**src/rtl/change_dispenser.sv**
```systemverilog
// Refund payout controller: pays an amount in nickel units one coin at a time.
// Coins are chosen greedily (quarter, dime, nickel) and only while inventory remains.
module change_dispenser #(
    parameter int AMT_W       = 5,
    parameter int MAX_UNITS   = 20,
    parameter int CNT_W       = 6,
    parameter int Q_INIT      = 8,
    parameter int D_INIT      = 8,
    parameter int N_INIT      = 8,
    parameter int ACK_TIMEOUT = 255,
    parameter int GAP_CYCLES  = 4
) (
    input  logic             clk,
    input  logic             reset_n,
    input  logic             start,
    input  logic [AMT_W-1:0] amount,
    input  logic             refill,
    input  logic             hopper_ack,
    output logic             eject_quarter,
    output logic             eject_dime,
    output logic             eject_nickel,
    output logic             busy,
    output logic             done,
    output logic             short,
    output logic             fault,
    output logic [AMT_W-1:0] remaining,
    output logic [CNT_W-1:0] q_count,
    output logic [CNT_W-1:0] d_count,
    output logic [CNT_W-1:0] n_count
);

    typedef enum logic [2:0] {
        S_IDLE, S_SELECT, S_EJECT, S_GAP, S_FINISH, S_FAULT
    } state_t;

    localparam int TMR_MAX = (ACK_TIMEOUT > GAP_CYCLES) ? ACK_TIMEOUT : GAP_CYCLES;
    localparam int TMR_W   = $clog2(TMR_MAX + 1);
    localparam logic [AMT_W-1:0] MAX_AMT = AMT_W'(MAX_UNITS);

    state_t             state_reg, state_next;
    logic [AMT_W-1:0]   rem_reg, rem_next;
    logic [2:0]         sel_reg, sel_next;
    logic [TMR_W-1:0]   timer_reg, timer_next;
    logic               short_reg, short_next;

    logic               take;
    logic               reload;
    logic [2:0]         avail;
    logic [2:0]         pick;
    logic [AMT_W-1:0]   sel_val;
    logic [AMT_W-1:0]   coin_val [3];
    logic [CNT_W-1:0]   cnt_vec  [3];

    assign take   = (state_reg == S_EJECT) && hopper_ack;
    assign reload = refill && ((state_reg == S_IDLE) || (state_reg == S_FAULT));

    // Index 0 = quarter, 1 = dime, 2 = nickel; lower index wins the greedy pick.
    generate
        for (genvar gi = 0; gi < 3; gi++) begin : g_coin
            localparam int VAL_I  = (gi == 0) ? 5 : (gi == 1) ? 2 : 1;
            localparam int INIT_I = (gi == 0) ? Q_INIT : (gi == 1) ? D_INIT : N_INIT;
            logic [CNT_W-1:0] cnt_reg;

            assign coin_val[gi] = AMT_W'(VAL_I);
            assign cnt_vec[gi]  = cnt_reg;
            assign avail[gi]    = (cnt_reg != '0) && (rem_reg >= AMT_W'(VAL_I));

            always_ff @(posedge clk) begin
                if (!reset_n || reload) begin
                    cnt_reg <= CNT_W'(INIT_I);
                end else if (take && sel_reg[gi]) begin
                    cnt_reg <= cnt_reg - CNT_W'(1);
                end
            end
        end
    endgenerate

    always_comb begin
        pick = 3'b000;
        if (avail[0])      pick = 3'b001;
        else if (avail[1]) pick = 3'b010;
        else if (avail[2]) pick = 3'b100;
    end

    always_comb begin
        sel_val = '0;
        for (int i = 0; i < 3; i++) begin
            if (sel_reg[i]) sel_val = sel_val | coin_val[i];
        end
    end

    always_ff @(posedge clk) begin
        if (!reset_n) begin
            state_reg <= S_IDLE;
            rem_reg   <= '0;
            sel_reg   <= '0;
            timer_reg <= '0;
            short_reg <= 1'b0;
        end else begin
            state_reg <= state_next;
            rem_reg   <= rem_next;
            sel_reg   <= sel_next;
            timer_reg <= timer_next;
            short_reg <= short_next;
        end
    end

    always_comb begin
        state_next = state_reg;
        rem_next   = rem_reg;
        sel_next   = sel_reg;
        timer_next = timer_reg;
        short_next = short_reg;
        case (state_reg)
            S_IDLE: begin
                if (!refill && start) begin
                    rem_next   = amount;
                    short_next = (amount > MAX_AMT);
                    state_next = (amount > MAX_AMT) ? S_FINISH : S_SELECT;
                end
            end
            S_SELECT: begin
                timer_next = '0;
                if (pick != 3'b000) begin
                    sel_next   = pick;
                    state_next = S_EJECT;
                end else begin
                    short_next = (rem_reg != '0);
                    state_next = S_FINISH;
                end
            end
            S_EJECT: begin
                // Selection guaranteed rem >= coin value, so this cannot wrap.
                if (hopper_ack) begin
                    rem_next   = rem_reg - sel_val;
                    timer_next = '0;
                    state_next = S_GAP;
                end else if (timer_reg == TMR_W'(ACK_TIMEOUT - 1)) begin
                    state_next = S_FAULT;
                end else begin
                    timer_next = timer_reg + TMR_W'(1);
                end
            end
            S_GAP: begin
                if (timer_reg == TMR_W'(GAP_CYCLES - 1)) begin
                    state_next = S_SELECT;
                end else begin
                    timer_next = timer_reg + TMR_W'(1);
                end
            end
            S_FINISH: state_next = S_IDLE;
            S_FAULT: begin
                if (refill) state_next = S_IDLE;
            end
            default: state_next = S_IDLE;
        endcase
    end

    always_comb begin
        eject_quarter = 1'b0;
        eject_dime    = 1'b0;
        eject_nickel  = 1'b0;
        if (state_reg == S_EJECT) begin
            eject_quarter = sel_reg[0];
            eject_dime    = sel_reg[1];
            eject_nickel  = sel_reg[2];
        end
        busy  = (state_reg != S_IDLE);
        done  = (state_reg == S_FINISH);
        fault = (state_reg == S_FAULT);
    end

    assign short     = short_reg;
    assign remaining = rem_reg;
    assign q_count   = cnt_vec[0];
    assign d_count   = cnt_vec[1];
    assign n_count   = cnt_vec[2];

endmodule

```
**config.mk**
```make
export PLATFORM = sky130hd
export DESIGN_NAME = change_dispenser
export DESIGN_NICKNAME = d
export VERILOG_FILES = /design/src/rtl/change_dispenser.sv
export SDC_FILE = /design/constraint.sdc
export NUM_CORES = 1
export LEC_CHECK = 0
export ABC_AREA = 1
export ABC_CLOCK_PERIOD_IN_PS = 4050
export BUFFER_PORTS_ARGS = -buffer_cell sky130_fd_sc_hd__buf_2
export CAP_MARGIN = 25
export CORE_AREA = 2 2 102 55
export CTS_CLUSTER_SIZE = 8
export DETAILED_ROUTE_END_ITERATION = 12
export DIE_AREA = 0 0 104 57
export HOLD_SLACK_MARGIN = 0.1
export PLACE_DENSITY = 0.67
export SYNTH_ARGS = -nofsm -noshare
export SYNTH_HDL_FRONTEND = slang
export SYNTH_SLANG_ARGS = --single-unit
```
**constraint.sdc**
```tcl
create_clock -name clk -period 4.05 [get_ports clk]
set_input_delay 0 -clock clk [delete_from_list [all_inputs] [get_ports clk]]
set_output_delay 0 -clock clk [all_outputs]
set_load 0.02 [all_outputs]
```
After elaboration in Yosys (flattened, before gate mapping):

Cells that the tools add are included.

* magnitude comparators: 4
* reduce and logical (&&, ||, !) cells: 28
* add/sub/neg operators: 5
* muxes and demuxes: 27
* eq/ne operators: 15

Operators by type and width (count)
* 2-to-1 mux 3 bit: 11
* 2-to-1 mux 8 bit: 3
* one-hot mux 8 bit (3 select lines): 1
* nonzero test 6 bit: 3
* subtractor 6 x 1 -> 6 bit (second input constant): 3
* one-hot mux 3 bit (5 select lines): 1
* 2-to-1 mux 5 bit: 2
* != test 2 bit (second input constant): 5
* one-hot mux 5 bit (2 select lines): 1
* logical AND 1 bit: 9
* AND reduction 3 bit: 3
* nonzero test 3 bit: 3
* adder 8 x 1 -> 8 bit (second input constant): 1
* equality test 8 x 2 -> 1 bit (second input constant): 1
* equality test 8 bit (second input constant): 1
* equality test 3 x 2 -> 1 bit (second input constant): 2
* equality test 3 bit (second input constant): 2
* 2-to-1 mux 1 bit: 6
* >= comparator 5 x 1 -> 1 bit (second input constant): 1
* >= comparator 5 x 2 -> 1 bit (second input constant): 1
* >= comparator 5 x 3 -> 1 bit (second input constant): 1
* > comparator 5 bit (second input constant): 1
* nonzero test 5 bit: 1
* subtractor 5 x 3 -> 5 bit: 1
* other kinds (12): 15

* register bits after elaboration: 38
* input port bits: 10
* output and inout bits: 30
* word-level logic and storage cells: 87

Depth between registers and ports, before layout:

Gate-level depths: netlist (run 1).

* word-level depth: 8
* depth in mapped cells: 11
* mapped depth without buffers: 11

Least setup slack after synthesis (run 1):

No wires, ideal clock.

* path kind: register to register
* start: register rem_reg[0], in the netlist remaining[0]
* end: register rem_reg[4], in the netlist remaining[4]
* data arrival time: 1.536 ns
* cell stages (with the launch flop): 10
* setup slack: 2.377 ns
* period minus slack after synthesis: 1.673 ns
* data required time: 3.913 ns
* setup time: 0.137 ns
* path through: dfxtp_1 inv_1 ha_1 fa_1 inv_1 nand2_1 nand2_1 nor2_1 o221ai_1 a21oi_1

* cells in the longest elaborated chain, start to end: 3

Ends and longest elaborated chain
* start, declared: line 41 `logic [AMT_W-1:0] rem_reg, rem_next;`
* start signal, assigned: line 101 `rem_reg <= rem_next;`
* subtractor 5 x 3 -> 5 bit: line 135 `rem_next = rem_reg - sel_val;`
* 2-to-1 mux 5 bit: line 134 `if (hopper_ack) begin`
* one-hot mux 5 bit (2 select lines): line 114 `case (state_reg)`

No other way between the ends. The select of a mux whose other input is x is not followed.
A chain may end at the register's enable or synchronous reset.

Worst setup path in the final report (run 1):

* start: register state_reg[1]
* end: register timer_reg[1]

* cells in the longest elaborated chain, start to end: 3
* elaborated cells between the ends (all ways): 8

Ends and longest elaborated chain
* start, declared: line 40 `state_t state_reg, state_next;`
* start signal, assigned: line 100 `state_reg <= state_next;`
* equality test 3 x 2 -> 1 bit or equality test 3 x 1 -> 1 bit (tied branches): line 114
* != test 3 bit (no source line), or another cell as far along
* AND reduction 3 bit (no source line)
* end signal, assigned: line 103 `timer_reg <= timer_next;`
* end, declared: line 43 `logic [TMR_W-1:0] timer_reg, timer_next;`

Several ways; a longest one is shown, not always the timed one.

==> impl_metrics.env, run 1 <==
export IMPL_grt_usage_pct=20.9
export IMPL_numCtsBuffers=5
export IMPL_antenna_cells=0
export IMPL_p_switching_mw=0.715
export IMPL_relSlewSlack_pct=66.3
export IMPL_gp_congestion=0.885
export IMPL_p_comb_share_pct=49.8
export IMPL_p_leak_nw=1.18
export IMPL_ant_nets=0
export IMPL_ios=40
export IMPL_path_clk_slew_ns=0.08
export IMPL_hold_viol=0
export IMPL_skew_ns=0.00283
export IMPL_yosysTopAreaCell="dfxtp_1"
export IMPL_synth_top_cell_area_share_pct=33.3
export IMPL_overflow=0
export IMPL_grt_met3_usage_pct=4.46
export IMPL_hp_start="amount[0]"
export IMPL_cp_max_fo=11
export IMPL_grt_max_degree=12
export IMPL_grt_pass1_wl_um=9870
export IMPL_layout_min_cycle_time_ns=2.10
export IMPL_drcViolationCount=0
export IMPL_r2r_start="state_reg[1]$_SDFFE_PN0P_"
export IMPL_cts_htree_levels=2
export IMPL_fp_dieW_um=104
export IMPL_initial_core_util_pct=44.5
export IMPL_startpoint_type="register"
export IMPL_ir_worst_vdd_mv=0.237
export IMPL_status="finished clean"
export IMPL_min_path_type="in -> reg"
export IMPL_area_delta_synth_final_pct=17.6
export IMPL_powerDensity_nw_per_um2=553
export IMPL_die_h_um=57
export IMPL_clock_tree_root_cell="clkbuf_8"
export IMPL_num_rows=19
export IMPL_coreArea_um2=5130
export IMPL_use_met2_pct=28.5
export IMPL_fmax_ghz=0.477
export IMPL_syn_inst=337
export IMPL_fin_nets=407
export IMPL_critPathCaptureType="register"
export IMPL_worstPathArrival_ns=2.32
export IMPL_crit_type="reg -> reg"
export IMPL_grt_use_met1_pct=32.6
export IMPL_crit_start="state_reg[1]$_SDFFE_PN0P_"
export IMPL_finalSetupViolCount=0
export IMPL_viasPerCell=4.92
export IMPL_cts_sinks=38
export IMPL_period_share_pct=51.8
export IMPL_switching_share_pct=48.1
export IMPL_hold_slack_ns=0.100
export IMPL_ys_warn_count=0
export IMPL_slew_viol_final=0
export IMPL_worst_pin_slew_ns=0.504
export IMPL_tritoncts="done"
export IMPL_dp_hpwl_um=4430
export IMPL_cts_max_path_buffers=2
export IMPL_avgSynthCellArea_um2=6.78
export IMPL_cap_violations=0
export IMPL_power_internal_mw=0.771
export IMPL_synth_seq_cells=38
export IMPL_io_buffers=39
export IMPL_clkPwrFrac_pct=17.2
export IMPL_finalWirelength_um=5710
export IMPL_dr_pass1_iters=6
export IMPL_vias=2255
export IMPL_post_drt_wl_per_cell_um=12.5
export IMPL_rsz0062_at_grt="false"
export IMPL_required_ns=4.27
export IMPL_fp_dieArea_um2=5930
export IMPL_timing_setup_tns_ns=0
export IMPL_largest_reg_flops=8
export IMPL_clk_insertion_delay_late_ns=0.30
export IMPL_synth_cell_types=32
export IMPL_netlist_area_um2=2280
export IMPL_drive_gt1_share_pct=17.4
export IMPL_p_seq_share_pct=32.9
export IMPL_drtIter0Drc=129
export IMPL_synth_sequential_area_ratio_pct=33.3
export IMPL_grt_pass1_vias=2036
export IMPL_syn_nets=359
export IMPL_grt_antenna_before_repair=0
export IMPL_postCtsSetupBuffers=0
export IMPL_synth_top_cells_by_area="dfxtp_1, nand2_1, inv_1, a21oi_1, nor2_1"
export IMPL_grt_busiest_layer="met1"
cell usage after synthesis (all sizes together):
cell type / n
a211oi: 1
a21boi: 1
a21oi: 36
a31oi: 4
buf: 3
clkbuf: 1
dfxtp: 38
fa: 1
ha: 11
inv: 53
nand2: 70
nand3: 23
nand3b: 1
nand4: 8
nor2: 50
nor3: 4
nor3b: 1
o21ai: 27
o21bai: 1
o221ai: 1
or2: 1
xor2: 1
routing by layer:
metal | wire length [µm] | up-vias
li1 | - | 1186
met5 | 0 | -
met3 | 407 | 5
met4 | 52 | 0
met1 | 3200 | 989
met2 | 2050 | 75
cell usage in the layout (no fill, tap or decap), drive strengths merged:
cell type,synthesis,routed
nand4,8,8
or2,1,1
a31oi,4,4
dfxtp,38,38
inv,53,53
ha,11,11
nor3b,1,1
a211oi,1,1
a21oi,36,36
dlygate4sd3,0,5
nand2,70,70
a21boi,1,1
xor2,1,1
nor3,4,4
nand3,23,23
clkbuf,1,5
o221ai,1,1
nand3b,1,1
clkinv,0,2
nor2,50,50
o21bai,1,1
o21ai,27,27
buf,3,40
fa,1,1
final cells by class:
cell class	instances	area (µm²)
clock buffers	5	68.8
clock inverters	2	10.0
fillers	554	2450
inverters	53	199
multi-input cells	242	1300
flip-flops and latches	38	761
well taps	73	91.3
repair buffers	45	253
final timing paths:
path	end	slack, ns	cells after the start
worst min register to register	sel_reg[2]$_SDFFE_PN0P_	0.47	2
worst min-delay path	remaining[0]$_SDFFE_PN0P_	0.10	5
worst max register to register	timer_reg[1]$_SDFFE_PN0P_	1.95	10
worst max-delay path	timer_reg[1]$_SDFFE_PN0P_	1.95	10
cells by family (layout without fill, tap and decap cells):
group | after synthesis | in the layout | synth area share (%)
xor+xnor | 1 | 1 | 0.383
compound gates | 71 | 71 | 17.1
simple gates | 158 | 158 | 32.7
buf+inv | 57 | 105 | 9.64
flops | 38 | 38 | 33.3
fa+ha+maj | 12 | 12 | 6.90
what timing repair did:
| action | in CTS | in global routing |
|---|---|---|
| hold endpoints to repair | 8 | 0 |
| hold buffers | 5 | 0 |
| gates resized for setup | 0 | 0 |
critical path: stages, from the launching register on:
cell	delay (ns)
dfxtp_1	0.44
inv_1	0.09
nor2_1	0.10
nand2_1	0.26
nor2_2	0.21
nand2_1	0.08
nand3_1	0.36
inv_1	0.21
nand2_1	0.11
nand2_1	0.05
a21oi_1	0.12
power by group through the flow:
stage / Clock (mW) / Combinational [mW] / Sequential (mW)
finish: 0.256 / 0.741 / 0.490
CTS: 0.259 / 0.732 / 0.489
global route: 0.276 / 0.845 / 0.501
detailed placement: 0 / 0.724 / 0.497
floorplan: 0 / 0.530 / 0.516
global placement: 0 / 0.717 / 0.497
metrics by stage:
step                      power (mW)  instance area [µm²]  cells  utilization [%]  worst slack, ns
after floorplan                 1.05                 2280    337                -             2.38
after global placement          1.21                 2560    446             49.8             2.14
after CTS                       1.48                 2690    458             52.3             2.03
after detailed placement        1.22                 2560    446             49.8             2.05
after global routing            1.62                 2690    458             52.3             1.72
final                           1.49                 2690    458             52.3             1.95
Note: power is estimated with default switching activity, not from simulation.
==> run 2: changes to the inputs <==
--- a/config.mk
+++ b/config.mk
@@ -6,7 +6,7 @@
 export NUM_CORES = 1
 export LEC_CHECK = 0
 export ABC_AREA = 1
-export ABC_CLOCK_PERIOD_IN_PS = 4050
+export ABC_CLOCK_PERIOD_IN_PS = 2000
 export BUFFER_PORTS_ARGS = -buffer_cell sky130_fd_sc_hd__buf_2
 export CAP_MARGIN = 25
 export CORE_AREA = 2 2 102 55
==> constraint.sdc (replaced) <==
create_clock -name clk -period 2 [get_ports clk]
set_input_delay 0 -clock clk [delete_from_list [all_inputs] [get_ports clk]]
set_output_delay 0 -clock clk [all_outputs]
set_load 0.02 [all_outputs]
==> run 2 against run 1 <==
  * Final cell count is 0.66% higher
  * Register-to-register slack worse by 1.7 ns
  * Sequential share of layout area shrank 0.24 points
  * Routed wire length fell by 2.0%
  * Non-clock buffer count rose by 3
  * Core utilization rose by 0.44 points
  * Flip-flop and latch count unchanged
  * Critical path type unchanged
  * Via count is 0.84% lower
==> impl_metrics.env, run 2 (synthesis gave the netlist of run 1 again) <==
export IMPL_status="finished clean"
export IMPL_fin_nets=410
export IMPL_io_buffers=39
export IMPL_grt_pass1_vias=1990
export IMPL_hold_slack_ns=0.126
export IMPL_finalSetupViolCount=0
export IMPL_fmax_ghz=0.586
export IMPL_num_rows=19
export IMPL_fin_cells=461
export IMPL_drive_gt1_share_pct=18.0
export IMPL_grt_pass1_wl_um=9480
export IMPL_drtIter0Drc=168
export IMPL_drcViolationCount=0
export IMPL_gp_congestion=0.893
export IMPL_clkPwrFrac_pct=16.7
export IMPL_hp_start="hopper_ack"
export IMPL_cap_violations=0
export IMPL_area_delta_synth_final_pct=18.6
export IMPL_hold_viol=0
export IMPL_min_path_cells=4
export IMPL_p_switching_mw=1.45
export IMPL_initial_core_util_pct=44.5
export IMPL_design_area_um2=2710
export IMPL_finalWirelength_um=5590
export IMPL_vias=2236
export IMPL_p_comb_share_pct=50.4
export IMPL_dr_pass1_iters=5
export IMPL_cts_htree_levels=2
export IMPL_ant_nets=0
export IMPL_worstPathArrival_ns=1.87
export IMPL_die_h_um=57
export IMPL_layout_min_cycle_time_ns=1.71
export IMPL_ir_worst_vdd_mv=0.454
export IMPL_timing_setup_tns_ns=0
export IMPL_skew_ns=0.00774
export IMPL_crit_start="sel_reg[2]$_SDFFE_PN0P_"
export IMPL_cts_sinks=38
export IMPL_power_total_mw=3.05
export IMPL_grt_antenna_before_repair=0
export IMPL_antenna_cells=0
export IMPL_power_internal_mw=1.60
export IMPL_dp_hpwl_um=4410
export IMPL_largest_reg_flops=8
export IMPL_cts_resized=0
export IMPL_placed_area_um2=2580
export IMPL_tritoncts="done"
export IMPL_path_clk_slew_ns=0.07
export IMPL_switching_share_pct=47.5
export IMPL_relSlewSlack_pct=68.9
export IMPL_fp_dieArea_um2=5930
export IMPL_cp_max_fo=3
export IMPL_r2r_start="sel_reg[2]$_SDFFE_PN0P_"
export IMPL_fp_dieW_um=104
export IMPL_slew_viol_final=0
export IMPL_viasPerCell=4.85
export IMPL_crit_type="reg -> reg"
export IMPL_clk_insertion_delay_late_ns=0.29
export IMPL_cts_max_path_buffers=2
export IMPL_critPathCaptureType="register"
export IMPL_min_path_type="in -> reg"
export IMPL_p_leak_nw=1.19
export IMPL_startpoint_type="register"
export IMPL_dp_cells=449
export IMPL_required_ns=2.16
export IMPL_grt_max_degree=12
export IMPL_worst_pin_slew_ns=0.465
export IMPL_period_share_pct=85.3
export IMPL_post_drt_wl_per_cell_um=12.1
export IMPL_overflow=0
export IMPL_coreArea_um2=5130
export IMPL_final_cell_mix="nand2_1, inv_1, nor2_1"
export IMPL_p_seq_share_pct=32.9
export IMPL_rr_worst_depth=10
export IMPL_rsz0062_at_grt="false"
export IMPL_grt_usage_pct=20.1
export IMPL_numCtsBuffers=5
export IMPL_final_common_cell="nand2_1"
export IMPL_ios=40
export IMPL_powerDensity_nw_per_um2=1120
export IMPL_clock_tree_root_cell="clkbuf_8"
## run 2: layer usage
metal  wire length (µm)  part of all wire (%)  vias up  GRT usage (%)
li1                   -                     -     1196              -
met1               3250                    58      975           32.2
met2               2010                    36       60           25.8
met3                279                   5.0        5           4.80
met4                 54                  0.97        0           5.98
met5                  0                     0        -              0
## run 2: worst max-delay path, cell delays in order (launching register included)
cell and delay [ns]:
dfxtp_1 0.31, inv_1 0.13, nand2_1 0.09, ha_1 0.21
fa_1 0.36, inv_1 0.07, nand2_1 0.06, nand2_1 0.08
nor2_1 0.04, o221ai_1 0.16, a21oi_1 0.08
## run 2: what timing repair did
item	4_1_cts	5_1_grt
setup buffers	0	0
hold buffers	5	0
endpoints found under the hold margin	8	0
## run 2: area by class of cell
cell class | instances | area (µm²)
clock buffers | 5 | 68.8
clock inverters | 2 | 10.0
fillers | 523 | 2430
inverters | 53 | 199
multi-input cells | 242 | 1300
flip-flops and latches | 38 | 761
well taps | 73 | 91.3
repair buffers | 48 | 275
## run 2: final timing paths
| check | to | slack, ns |
|---|---|---|
| max | remaining[4]$_SDFFE_PN0P_ | 0.29 |
| min | timer_reg[4]$_SDFFE_PN0P_ | 0.13 |
| max reg2reg | remaining[4]$_SDFFE_PN0P_ | 0.29 |
| min reg2reg | sel_reg[0]$_SDFFE_PN0P_ | 0.47 |
## run 2: power by group through the flow
stage	Sequential, mW	Clock (mW)	Combinational (mW)
6_report	1.00	0.509	1.53
5_1_grt	1.02	0.552	1.72
4_1_cts	0.999	0.520	1.52
3_5_place_dp	1.01	0	1.50
3_3_place_gp	1.01	0	1.50
2_1_floorplan	1.05	0	1.07
## run 2: metrics by stage
stage               setup WS [ns]  utilization [%]
floorplan                   0.327                -
global placement            0.364             50.2
detailed placement          0.295             50.2
CTS                         0.280             52.8
global route                0.120             52.8
finish                      0.294             52.8
==> run 3: changes to the inputs <==
--- a/config.mk
+++ b/config.mk
@@ -6,7 +6,7 @@
 export NUM_CORES = 1
 export LEC_CHECK = 0
 export ABC_AREA = 1
-export ABC_CLOCK_PERIOD_IN_PS = 2000
+export ABC_CLOCK_PERIOD_IN_PS = 2040
 export BUFFER_PORTS_ARGS = -buffer_cell sky130_fd_sc_hd__buf_2
 export CAP_MARGIN = 25
 export CORE_AREA = 2 2 102 55
@@ -15,6 +15,7 @@
 export DIE_AREA = 0 0 104 57
 export HOLD_SLACK_MARGIN = 0.1
 export PLACE_DENSITY = 0.67
+export SETUP_SLACK_MARGIN = 0.02
 export SYNTH_ARGS = -nofsm -noshare
 export SYNTH_HDL_FRONTEND = slang
 export SYNTH_SLANG_ARGS = --single-unit
==> constraint.sdc (replaced) <==
create_clock -name clk -period 2.04 [get_ports clk]
set_input_delay 0 -clock clk [delete_from_list [all_inputs] [get_ports clk]]
set_output_delay 0 -clock clk [all_outputs]
set_load 0.02 [all_outputs]
==> run 3 against run 2 <==
  * Worst hold slack worse by 0.0066 ns
  * Final cell count rose by 0.22%
  * Die area did not move
  * Power fell by 1.4%
  * Maximum frequency fell by 1.3%
  * Setup slack better by 0.018 ns
  * Non-clock buffer count increased by 1
  * Clock skew fell by 0.0037 ns
  * Core utilization rose by 0.19 points
  * Combinational power hardly changed
  * Via count up 0.94%
  * Global-route usage up 0.55 points
  * Largest cell class unchanged
  * Largest power group unchanged
==> impl_metrics.env, run 3 (synthesis gave the netlist of run 1 again) <==
export IMPL_cap_violations=0
export IMPL_critPathCaptureType="register"
export IMPL_crit_chain="inv_1 -> nand2_1 -> ha_1 -> fa_1 -> inv_1 -> nand2_1 -> nand2_1 -> nor2_1 -> o221ai_1 -> a21oi_1"
export IMPL_cp_max_fo=3
export IMPL_seq_area_um2=761
export IMPL_skew_ns=0.00402
export IMPL_slew_viol_final=0
export IMPL_layout_min_cycle_time_ns=1.73
export IMPL_cts_resized=0
export IMPL_hold_slack_ns=0.119
export IMPL_grt_max_degree=12
export IMPL_finalSetupViolCount=0
export IMPL_fin_cells=462
export IMPL_multi_input_area_um2=1300
export IMPL_grt_pass1_vias=2034
export IMPL_clk_insertion_delay_late_ns=0.30
export IMPL_vias=2257
export IMPL_ant_nets=0
export IMPL_drtIter0Drc=154
export IMPL_post_drt_wl_per_cell_um=12.5
export IMPL_die_h_um=57
export IMPL_fmax_ghz=0.579
export IMPL_largest_reg_flops=8
export IMPL_dp_hpwl_um=4550
export IMPL_cts_sinks=38
export IMPL_num_rows=19
export IMPL_critPathBufInv=2
export IMPL_status="finished clean"
export IMPL_hold_viol=0
export IMPL_drcViolationCount=0
export IMPL_max_stage_delay_ns=0.37
export IMPL_fin_util_pct=52.9
export IMPL_ios=40
export IMPL_crit_type="reg -> reg"
export IMPL_overflow=0
export IMPL_initial_core_util_pct=44.5
export IMPL_antenna_cells=0
export IMPL_clock_tree_root_cell="clkbuf_8"
export IMPL_ir_worst_vdd_mv=0.480
export IMPL_fillCellCount=521
export IMPL_cts_hold_buf=6
export IMPL_grt_antenna_before_repair=0
export IMPL_final_common_cell="nand2_1"
export IMPL_relSlewSlack_pct=68.1
export IMPL_grt_pass1_wl_um=9690
export IMPL_numCtsBuffers=5
export IMPL_path_delay_family="adder cells"
export IMPL_fin_nets=411
export IMPL_cpMaxStageDelayCell="fa_1"
export IMPL_final_cell_mix="nand2_1, inv_1, nor2_1"
export IMPL_path_clk_slew_ns=0.08
export IMPL_cts_htree_levels=2
export IMPL_area_delta_synth_final_pct=19.0
export IMPL_period_share_pct=84.7
export IMPL_coreArea_um2=5130
export IMPL_dp_cells=449
export IMPL_min_path_type="in -> reg"
export IMPL_fp_dieArea_um2=5930
export IMPL_crit_top_cell="nand2_1"
export IMPL_timing_setup_tns_ns=0
export IMPL_tritoncts="done"
export IMPL_worst_pin_slew_ns=0.478
export IMPL_powerDensity_nw_per_um2=1100
export IMPL_viasPerCell=4.89
export IMPL_required_ns=2.21
export IMPL_gp_congestion=0.893
export IMPL_p_leak_nw=1.20
export IMPL_io_buffers=39
export IMPL_dr_pass1_iters=4
export IMPL_postCtsSetupBuffers=0
export IMPL_finalWirelength_um=5760
export IMPL_drive_gt1_share_pct=18.0
export IMPL_worstPathArrival_ns=1.90
export IMPL_rsz0062_at_grt="false"
export IMPL_fp_dieW_um=104
export IMPL_grt_usage_pct=20.7
export IMPL_startpoint_type="register"
export IMPL_cts_max_path_buffers=2
-- run 3: per-stage QoR --
stage	power, mW	worst slack (ns)	instance area [µm²]
finish	3.00	0.312	2720
CTS	2.99	0.314	2720
global route	3.24	0.114	2720
global placement	2.46	0.404	2580
detailed placement	2.48	0.324	2580
floorplan	2.08	0.367	2280
-- run 3: layout make-up --
| class | count | share of cell area (%) |
|---|---|---|
| Inverter | 53 | 7.32 |
| Sequential cell | 38 | 28.0 |
| Timing Repair Buffer | 49 | 10.5 |
| Tap cell | 73 | 3.36 |
| Multi-Input combinational cell | 242 | 48.0 |
| Clock inverter | 2 | 0.368 |
| Clock buffer | 5 | 2.53 |
-- run 3: worst reg2reg max path: cells and delay by family, from the launching register on --
family                   cells  cell delay, ns
adder cells (fa/ha/maj)      2            0.58
AND/OR/NAND/NOR              4            0.27
buffers and inverters        2            0.20
AO/OA/AOI/OAI                2            0.24
flip-flops                   1            0.31
-- run 3: power breakdown --
| part | leakage (nW) | internal, mW | switching [mW] |
|---|---|---|---|
| Sequential | 0.308 | 0.853 | 0.128 |
| Clock | 0.0438 | 0.230 | 0.273 |
| Combinational | 0.843 | 0.484 | 1.03 |
-- run 3: final timing paths --
kind / slack (ns) / depth (start not counted) / endpoint / from
setup / recovery: 0.31 / 10 / remaining[4]$_SDFFE_PN0P_ / sel_reg[2]$_SDFFE_PN0P_
hold / removal: 0.12 / 5 / remaining[0]$_SDFFE_PN0P_ / amount[0]
setup reg to reg: 0.31 / 10 / remaining[4]$_SDFFE_PN0P_ / sel_reg[2]$_SDFFE_PN0P_
hold reg to reg: 0.48 / 2 / sel_reg[2]$_SDFFE_PN0P_ / sel_reg[2]$_SDFFE_PN0P_
-- run 3: per-layer routing --
metal	vias to the layer above	GRT usage (%)	wire [µm]	part of all wire [%]
met5	-	0	0	0
met4	0	6.95	64	1.1
met3	6	6.06	448	7.8
met2	64	26.0	1960	34
met1	984	32.5	3280	57
li1	1203	-	-	-
